--- src/rtl/modulo_transmisor_hamming.sv ---
// SECDED(8,4) transmitter: encodes a 4-bit word and sends it LSB first, framed by start/stop bits.
// Optional build macro HAMMING_INYECCION_EN XORs the captured `inyectar` mask into the sent word.
module modulo_transmisor_hamming #(
    parameter int unsigned CICLOS_POR_BIT = 4
) (
    input  logic       clk,
    input  logic       rst,
    input  logic [3:0] datos_in,
    input  logic       valido,
    output logic       listo,
    input  logic [7:0] inyectar,
    output logic       tx,
    output logic [7:0] palabra_cod,
    output logic       ocupado,
    output logic       fin
);

    localparam int unsigned CW = (CICLOS_POR_BIT > 1) ? $clog2(CICLOS_POR_BIT) : 1;
    localparam logic [CW-1:0] CNT_MAX = CW'(CICLOS_POR_BIT - 1);

    typedef enum logic [1:0] {REPOSO, INICIO, DATOS, PARADA} estado_t;

    estado_t       estado;
    logic [CW-1:0] cnt;
    logic [CW-1:0] cnt_sig;
    logic [2:0]    idx;
    logic [7:0]    sh;
    logic [7:0]    cod;
    logic [7:0]    palabra_tx;

    // Hamming positions 1..7 at bit index position-1; bit 7 is even overall parity.
    function automatic logic [7:0] codificar(input logic [3:0] d);
        logic [6:0] c;
        c = {d[3], d[2], d[1], d[1] ^ d[2] ^ d[3], d[0], d[0] ^ d[2] ^ d[3], d[0] ^ d[1] ^ d[3]};
        return {^c, c};
    endfunction

    assign cod     = codificar(datos_in);
    assign cnt_sig = cnt + 1'b1;

`ifdef HAMMING_INYECCION_EN
    assign palabra_tx = cod ^ inyectar;
`else
    logic unused_inyectar;
    assign unused_inyectar = ^inyectar;
    assign palabra_tx      = cod;
`endif

    assign listo   = (estado == REPOSO);
    assign ocupado = !listo;

    always_ff @(posedge clk) begin
        if (rst) begin
            estado      <= REPOSO;
            tx          <= 1'b1;
            fin         <= 1'b0;
            palabra_cod <= '0;
            cnt         <= '0;
            idx         <= '0;
            sh          <= '0;
        end else begin
            fin <= 1'b0;
            case (estado)
                REPOSO: begin
                    tx  <= 1'b1;
                    cnt <= '0;
                    if (valido) begin
                        estado      <= INICIO;
                        tx          <= 1'b0;
                        palabra_cod <= cod;
                        sh          <= palabra_tx;
                        idx         <= '0;
                    end
                end
                INICIO: begin
                    if (cnt == CNT_MAX) begin
                        cnt    <= '0;
                        estado <= DATOS;
                        tx     <= sh[0];
                        sh     <= {1'b0, sh[7:1]};
                    end else begin
                        cnt <= cnt_sig;
                    end
                end
                DATOS: begin
                    if (cnt == CNT_MAX) begin
                        cnt <= '0;
                        if (idx == 3'd7) begin
                            estado <= PARADA;
                            tx     <= 1'b1;
                            // A one-cycle stop bit is also its own last cycle.
                            fin    <= (CICLOS_POR_BIT == 1);
                        end else begin
                            idx <= idx + 3'd1;
                            tx  <= sh[0];
                            sh  <= {1'b0, sh[7:1]};
                        end
                    end else begin
                        cnt <= cnt_sig;
                    end
                end
                PARADA: begin
                    if (cnt == CNT_MAX) begin
                        cnt    <= '0;
                        estado <= REPOSO;
                    end else begin
                        cnt <= cnt_sig;
                        fin <= (cnt_sig == CNT_MAX);
                    end
                end
                default: estado <= REPOSO;
            endcase
        end
    end

endmodule

--- config.mk ---
export PLATFORM = sky130hd
export DESIGN_NAME = modulo_transmisor_hamming
export DESIGN_NICKNAME = d
export VERILOG_FILES = /design/src/rtl/modulo_transmisor_hamming.sv
export SDC_FILE = /design/constraint.sdc
export NUM_CORES = 1
export LEC_CHECK = 0
export CAP_MARGIN = 0
export CORE_UTILIZATION = 57
export DETAILED_ROUTE_END_ITERATION = 8
export DONT_BUFFER_PORTS = 1
export GPL_TIMING_DRIVEN = 0
export HOLD_SLACK_MARGIN = 0.12
export PLACE_DENSITY_LB_ADDON = 0.08
export SLEW_MARGIN = 0
export SYNTH_ARGS = -nofsm -noshare
export SYNTH_HDL_FRONTEND = slang
export SYNTH_SLANG_ARGS = --single-unit
--- constraint.sdc ---
create_clock -name clk -period 3.6 [get_ports clk]
set_input_delay 1.08 -clock clk [delete_from_list [all_inputs] [get_ports clk]]
set_output_delay 1.08 -clock clk [all_outputs]
set_load 0.01 [all_outputs]
* Word level (Yosys, flattened, before mapping)
Cells that the tools add are included.
** Word-level totals
- Input bits :: 15
- Logic and storage cells :: 62
- Register bits :: 25
** Operators by class
- Reduce and logical (&&, ||, !) cells :: 12
- Bitwise operators :: 7
- Equality and inequality tests :: 12
- $add $sub $neg :: 2
- Multiplexer cells :: 22
** Operators with widths (count)
- 8-bit 2-to-1 mux :: 4
- 8-bit case mux with 3 select lines :: 1
- 2-bit 2-to-1 mux :: 6
- 2-bit inequality test, second input constant :: 6
- 5-bit AND reduction :: 2
- 3-bit 2-to-1 mux :: 3
- 2-bit == test, second input constant :: 4
- 2-bit case mux with 4 select lines :: 1
- 7-bit parity :: 1
- 3-bit case mux with 2 select lines :: 1
- 3-bit OR reduction :: 2
- 1-bit XOR :: 6
- 1-bit 2-to-1 mux :: 4
- 2-bit case mux with 2 select lines :: 1
- 4-bit AND reduction :: 1
- 3-bit by 1-bit adder with 3-bit output, second input constant :: 1
- 3-bit == test, second input constant :: 1
- 1-bit case mux with 3 select lines :: 1
- 3-bit AND reduction :: 1
- 3-bit nonzero test :: 1
- 2-bit by 1-bit adder with 2-bit output, second input constant :: 1
- 2-bit by 1-bit == test with 1-bit output, second input constant :: 1
- 2-bit logical NOT :: 1
- 2-bit AND reduction :: 1
- 3 further kinds :: 3

* Longest topological paths before layout
Gate-level depths: netlist of the first run.
- Word-level depth :: 5
- Depth in mapped cells :: 8

* Worst setup path before layout of the first run
Ideal clock, no wire load.
- Path kind :: reg2out
- From :: register estado[0]
- To :: output port ocupado
- Path slack :: 1419 ps
- Buffers on the path :: 1
- Required time :: 2520 ps
- Cell stages (with the launch flop) :: 5
- Arrival time :: 1101 ps
- Cell sequence :: dfxtp_1 > inv_1 > ha_1 > clkbuf_1 > inv_1
** On the way
- Longest elaborated chain between the ends :: 2
** RTL lines
- start: declaration :: RTL line 23 : estado_t estado;
- start signal: assignment :: RTL line 54 : estado <= REPOSO;
- start signal: assignment :: RTL line 68 : estado <= INICIO;
- start signal: assignment :: RTL line 78 : estado <= DATOS;
- 2-bit logical NOT :: RTL line 49 : assign listo = (estado == REPOSO);
- via listo :: RTL line 10 : output logic listo,
- 1-bit logical NOT :: RTL line 50 : assign ocupado = !listo;
- end: declaration :: RTL line 14 : output logic ocupado,
The timed path passes the listed nets, and every way through them passes these cells.

* Final worst setup path of the first run
Ends and elaborated chain as after synthesis.

==> flow_metrics.env, run 1 <==
export IMPL_critPathRequiredTime_ns=2.52
export IMPL_maxCapViolations=0
export IMPL_start_util_pct=63.4
export IMPL_p_sw_mw=0.512
export IMPL_peakVddDrop_uv=458
export IMPL_final_area_um2=1370
export IMPL_cts_tree="built"
export IMPL_clk_pin_slew_ns=0.13
export IMPL_setup_violations=0
export IMPL_power_mw=1.17
export IMPL_area_delta_synth_final_pct=4.59
export IMPL_port_buffer_count=0
export IMPL_drt_iter0_markers=25
export IMPL_gp_congestion=0.818
export IMPL_critical_path_peak_fanout=10
export IMPL_floorplan_rows=16
export IMPL_final_cell_mix="dfxtp_1, a21oi_1, nand2_1, ha_1"
export IMPL_power_density_nw_per_um2=856
export IMPL_drive_gt1_share_pct=12.6
export IMPL_die_x_um=49.9
export IMPL_synth_nets=165
export IMPL_r2r_slack_ns=1.85
export IMPL_rsz0062_at_grt="no"
export IMPL_min_period_over_period_pct=75.0
export IMPL_path_class="flop to primary output"
export IMPL_worstHoldPathCells=1
export IMPL_multi_input_area_um2=747
export IMPL_cp_end_kind="primary output"
export IMPL_clk_latency_ns=0.31
export IMPL_swShare_pct=43.7
export IMPL_fin_crit_ns=2.70
export IMPL_syn_avg_cell_area_um2=9.41
export IMPL_drt_total_wl_mm=2.44
export IMPL_cp_start_kind="flop"
export IMPL_htreeDepth=1
export IMPL_cpMostUsedCell="inv_1"
export IMPL_grt_max_degree=14
export IMPL_r2r_cells=6
export IMPL_maxSlewViolCount=0
export IMPL_grt_pass1_wl_mm=4.11
export IMPL_vias=985
export IMPL_finalHoldViolCount=0
export IMPL_timing_rr_end="palabra_cod[2]"
export IMPL_grt_pass1_vias=930
export IMPL_max_freq_ghz=0.370
export IMPL_path_cells="inv_1, ha_1, clkbuf_1, inv_1"
export IMPL_cts_root_buf="clkbuf_4"
export IMPL_n_antenna_cell=0
export IMPL_finalWorstSetupSlack_ns=0.900
export IMPL_crit_path_max_incr_delay_ns=0.37
export IMPL_ys_seq_elements=25
export IMPL_gr_total_overflow=0
export IMPL_post_dp_cell_area_um2=1340
export IMPL_die_area_um2=2490
export IMPL_yosysUniqueCellTypes=32
export IMPL_nets=170
export IMPL_antenna_found_initial=0
export IMPL_ant_nets=0
export IMPL_holdPathEnd="cnt[0]"
export IMPL_min_from="cnt[0]"
export IMPL_ys_seq_area_share_pct=38.3
export IMPL_synthesis_area_um2=1310
export IMPL_min_path_type="flop to flop"
export IMPL_outcome="complete, no violations"
export IMPL_combPwrFrac_pct=54.1
export IMPL_clock_path_buffers=2
export IMPL_r2r_start="estado[0]"
export IMPL_yosys_warnings=0
export IMPL_nFillCells=172
export IMPL_core_um2=2060
export IMPL_wl_per_cell_um=14.3
export IMPL_die_height_um=49.9
export IMPL_cts_buffers=3
export IMPL_seqPwrFrac_pct=35.3
export IMPL_hpwl_mm=1.80
export IMPL_cts_repair_resized=0
export IMPL_arrival_ns=1.62
export IMPL_clock_sinks=25
export IMPL_leakagePower_nw=0.552
export IMPL_final_common_cell="dfxtp_1"
export IMPL_viasPerCell=5.79
export IMPL_grt_usage_pct=21.5
export IMPL_internal_power_mw=0.658
export IMPL_tightest_slew_ns=0.485
export IMPL_syn_instance_count=139
export IMPL_seq_area_um2=500
export IMPL_clkPwrFrac_pct=10.6
export IMPL_post_cts_setup_buffer_count=0
export IMPL_fin_skew_ns=0.00576
export IMPL_slew_headroom_pct=67.7
export IMPL_cts_hold_buf=0
export IMPL_ios=27
export IMPL_crit_slowest_cell="dfxtp_1"
export IMPL_fin_tns_setup_ns=0
export IMPL_remaining_drc_errors=0
export IMPL_drt_first_pass_iters=4
export IMPL_place_ws_ns=1.27
## through the flow
stage | instances | hold WS (ns) | utilization, %
after global routing | 170 | 0.523 | 66.3
final | 170 | 0.474 | 66.3
after CTS | 170 | 0.476 | 66.3
after global placement | 166 | 0.444 | 65.0
after floorplan | 139 | 0.432 | -
after detailed placement | 166 | 0.456 | 65.0
## synthesized netlist by cell type (all sizes together)
cell / n / area (um2)
a211oi: 8 / 95.1
a21o: 1 / 7.51
a21oi: 18 / 93.8
a41o: 2 / 20.0
and3: 1 / 6.26
buf: 4 / 22.5
clkbuf: 4 / 15.0
dfxtp: 25 / 500
ha: 11 / 138
inv: 6 / 22.5
mux2i: 9 / 90.1
nand2: 11 / 41.3
nand2b: 3 / 21.3
nand3: 9 / 45.0
nand4b: 1 / 8.76
nor2: 6 / 30.0
nor2b: 1 / 6.26
nor3: 2 / 10.0
nor3b: 2 / 15.0
nor4: 2 / 12.5
o2111a: 1 / 12.5
o2111ai: 1 / 8.76
o21ai: 3 / 15.0
o22a: 1 / 8.76
o311ai: 1 / 8.76
xnor2: 6 / 52.6
## cell type report
| type | count | area share [%] |
|---|---|---|
| Multi-Input combinational cell | 100 | 54.6 |
| Buffer | 8 | 2.74 |
| Tap cell | 27 | 2.47 |
| Sequential cell | 25 | 36.6 |
| Clock buffer | 4 | 1.92 |
| Inverter | 6 | 1.65 |
## worst max path at each step
stage                     startpoint      end  slack [ns]
after detailed placement   estado[0]  ocupado        1.27
after global placement     estado[0]  ocupado        1.29
after global routing       estado[0]  ocupado        0.77
final                      estado[0]  ocupado        0.90
after floorplan            estado[0]  ocupado        1.42
after CTS                  estado[0]  ocupado        0.89
## logic make-up after synthesis
kind of cell	after synthesis	synth area share, %
compound gates	36	20.7
xor+xnor	6	4.02
fa+ha+maj	11	10.5
buf+inv	14	4.59
flops	25	38.3
mux	9	6.89
simple gates	38	15.0
## sequential cells by signal (all words and copies together), names as in the netlist
register and flops:
tx 1, cnt 2, idx 3, sh 8, palabra_cod 8, fin 1, estado 2
## power groups by stage
stage / Combinational (mW) / Clock [mW] / Sequential, mW
floorplan: 0.538 / 0 / 0.408
global placement: 0.615 / 0 / 0.417
detailed placement: 0.630 / 0 / 0.420
CTS: 0.634 / 0.128 / 0.414
global route: 0.703 / 0.137 / 0.421
finish: 0.633 / 0.124 / 0.413
## metal layers
layer | GRT usage (%) | up-vias | part of all wire, %
met5 | 0 | - | 0
met4 | 8.10 | 0 | 0.53
met3 | 3.70 | 2 | 4.0
met2 | 34.9 | 20 | 45
met1 | 28.2 | 460 | 50
li1 | - | 503 | -
## critical path, delay by kind of cell, from the launching register on
family	cells	cell delay [ns]
fa+ha+maj	1	0.30
buf+inv	3	0.63
flops	1	0.37
(Power assumes the default switching activity.)
==> run 2, diff against run 1 <==
--- a/config.mk
+++ b/config.mk
@@ -6,7 +6,7 @@
 export NUM_CORES = 1
 export LEC_CHECK = 0
 export CAP_MARGIN = 0
-export CORE_UTILIZATION = 57
+export CORE_UTILIZATION = 55
 export DETAILED_ROUTE_END_ITERATION = 8
 export DONT_BUFFER_PORTS = 1
 export GPL_TIMING_DRIVEN = 0
==> constraint.sdc (replaced) <==
create_clock -name clk -period 2.4 [get_ports clk]
set_input_delay 0.72 -clock clk [delete_from_list [all_inputs] [get_ports clk]]
set_output_delay 0.72 -clock clk [all_outputs]
set_load 0.01 [all_outputs]
==> run 2 against run 1 <==
Effect of this change: clock skew decreased by 0.00089 ns; setup slack lost 0.75 ns; non-clock buffer count did not move; combinational power increased by 51%; cell area increased by 0.27%; final cell count increased by 0.59%; sequential share of layout area down 0.10 points; routed wire length is 0.53% lower; register-to-register slack worse by 1.1 ns; via count rose by 1.3%; largest cell class unchanged; highest routed layer unchanged.
==> flow_metrics.env, run 2 (same netlist as run 1, synthesis figures left out) <==
export IMPL_outcome="complete, no violations"
export IMPL_final_common_cell="dfxtp_1"
export IMPL_fin_tns_setup_ns=0
export IMPL_finalHoldViolCount=0
export IMPL_start_util_pct=58.5
export IMPL_final_area_um2=1370
export IMPL_die_height_um=50.8
export IMPL_clock_path_buffers=2
export IMPL_tightest_slew_ns=0.426
export IMPL_critical_path_peak_fanout=10
export IMPL_leakagePower_nw=0.558
export IMPL_drt_total_wl_mm=2.42
export IMPL_wl_per_cell_um=14.2
export IMPL_gp_congestion=0.837
export IMPL_hpwl_mm=1.86
export IMPL_holdPathEnd="cnt[0]"
export IMPL_post_dp_cell_area_um2=1340
export IMPL_path_class="flop to primary output"
export IMPL_n_antenna_cell=0
export IMPL_port_buffer_count=0
export IMPL_cp_start_kind="flop"
export IMPL_r2r_cells=8
export IMPL_ant_nets=0
export IMPL_post_cts_setup_buffer_count=0
export IMPL_drive_gt1_share_pct=14.0
export IMPL_viasPerCell=5.84
export IMPL_max_freq_ghz=0.445
export IMPL_vias=998
export IMPL_r2r_slack_ns=0.71
export IMPL_cts_repair_resized=0
export IMPL_setup_violations=0
export IMPL_antenna_found_initial=0
export IMPL_min_path_type="flop to flop"
export IMPL_slew_headroom_pct=71.6
export IMPL_cts_root_buf="clkbuf_4"
export IMPL_top_regs="palabra_cod x8, sh x8, idx x3"
export IMPL_area_delta_synth_final_pct=4.88
export IMPL_rsz0062_at_grt="no"
export IMPL_remaining_drc_errors=0
export IMPL_die_x_um=50.8
export IMPL_htreeDepth=1
export IMPL_clk_latency_ns=0.32
export IMPL_final_cell_mix="dfxtp_1, a21oi_1, nand2_1, ha_1"
export IMPL_fin_crit_ns=2.25
export IMPL_min_from="cnt[0]"
export IMPL_clk_pin_slew_ns=0.14
export IMPL_r2r_start="estado[0]"
export IMPL_cts_hold_buf=0
export IMPL_nets=170
export IMPL_cts_tree="built"
export IMPL_grt_usage_pct=20.8
export IMPL_worstHoldPathCells=1
export IMPL_maxCapViolations=0
export IMPL_drt_iter0_markers=22
export IMPL_critPathRequiredTime_ns=1.68
export IMPL_cts_buffers=3
export IMPL_floorplan_rows=17
export IMPL_gr_total_overflow=0
export IMPL_grt_max_degree=15
export IMPL_power_mw=1.77
export IMPL_clock_sinks=25
export IMPL_maxSlewViolCount=0
export IMPL_peakVddDrop_uv=780
export IMPL_grt_pass1_vias=903
export IMPL_grt_pass1_wl_mm=4.02
export IMPL_power_density_nw_per_um2=1290
export IMPL_fin_skew_ns=0.00488
export IMPL_cp_end_kind="primary output"
export IMPL_arrival_ns=1.53
export IMPL_startpoint="estado[0]"
export IMPL_ios=27
export IMPL_core_um2=2230
export IMPL_die_area_um2=2580
export IMPL_drt_first_pass_iters=4
export IMPL_min_period_over_period_pct=93.7
export IMPL_timing_rr_end="sh[4]"
-- run 2: cell types whose count changed in the layout (fill, tap and decap cells not counted), sizes merged --
cell    change
clkbuf      -1
clkinv      +1
-- run 2: area by class of cell --
class / instances / area, um2
tap: 28 / 35.0
multi-input combinational: 100 / 747
inverter: 6 / 22.5
clock buffer: 3 / 22.5
clock inverter: 1 / 5.00
sequential: 25 / 500
buffer: 8 / 38.8
fill: 210 / 862
-- run 2: critical path, cell delays in order, from the launching register on --
cell	delay, ns
dfxtp_1	0.38
inv_1	0.15
ha_1	0.31
clkbuf_2	0.27
inv_1	0.11
-- run 2: how the worst max path moves through the flow --
stage,slack (ns),endpoint
floorplan,0.58,ocupado
global placement,0.43,ocupado
detailed placement,0.38,ocupado
CTS,0.01,ocupado
global route,0.04,ocupado
finish,0.15,ocupado
-- run 2: through the flow --
step / hold WS [ns] / setup slack, ns / util, % / instances
floorplan: 0.432 / 0.579 / - / 139
global placement: 0.447 / 0.432 / 60.1 / 167
detailed placement: 0.462 / 0.377 / 60.1 / 167
CTS: 0.480 / 0.0127 / 61.3 / 171
global route: 0.512 / 0.0370 / 61.4 / 171
finish: 0.478 / 0.150 / 61.4 / 171
-- run 2: metal layers --
layer,global-route usage [%],share of wire [%]
met5,0,0
met2,30.7,46
met3,2.73,4.6
met1,29.7,49
met4,9.72,0.95
-- run 2: power breakdown --
part	leakage (nW)	switching, mW	total, mW	internal [mW]
Clock	0.0177	0.129	0.192	0.0623
Combinational	0.335	0.558	0.954	0.396
Sequential	0.205	0.0897	0.620	0.530
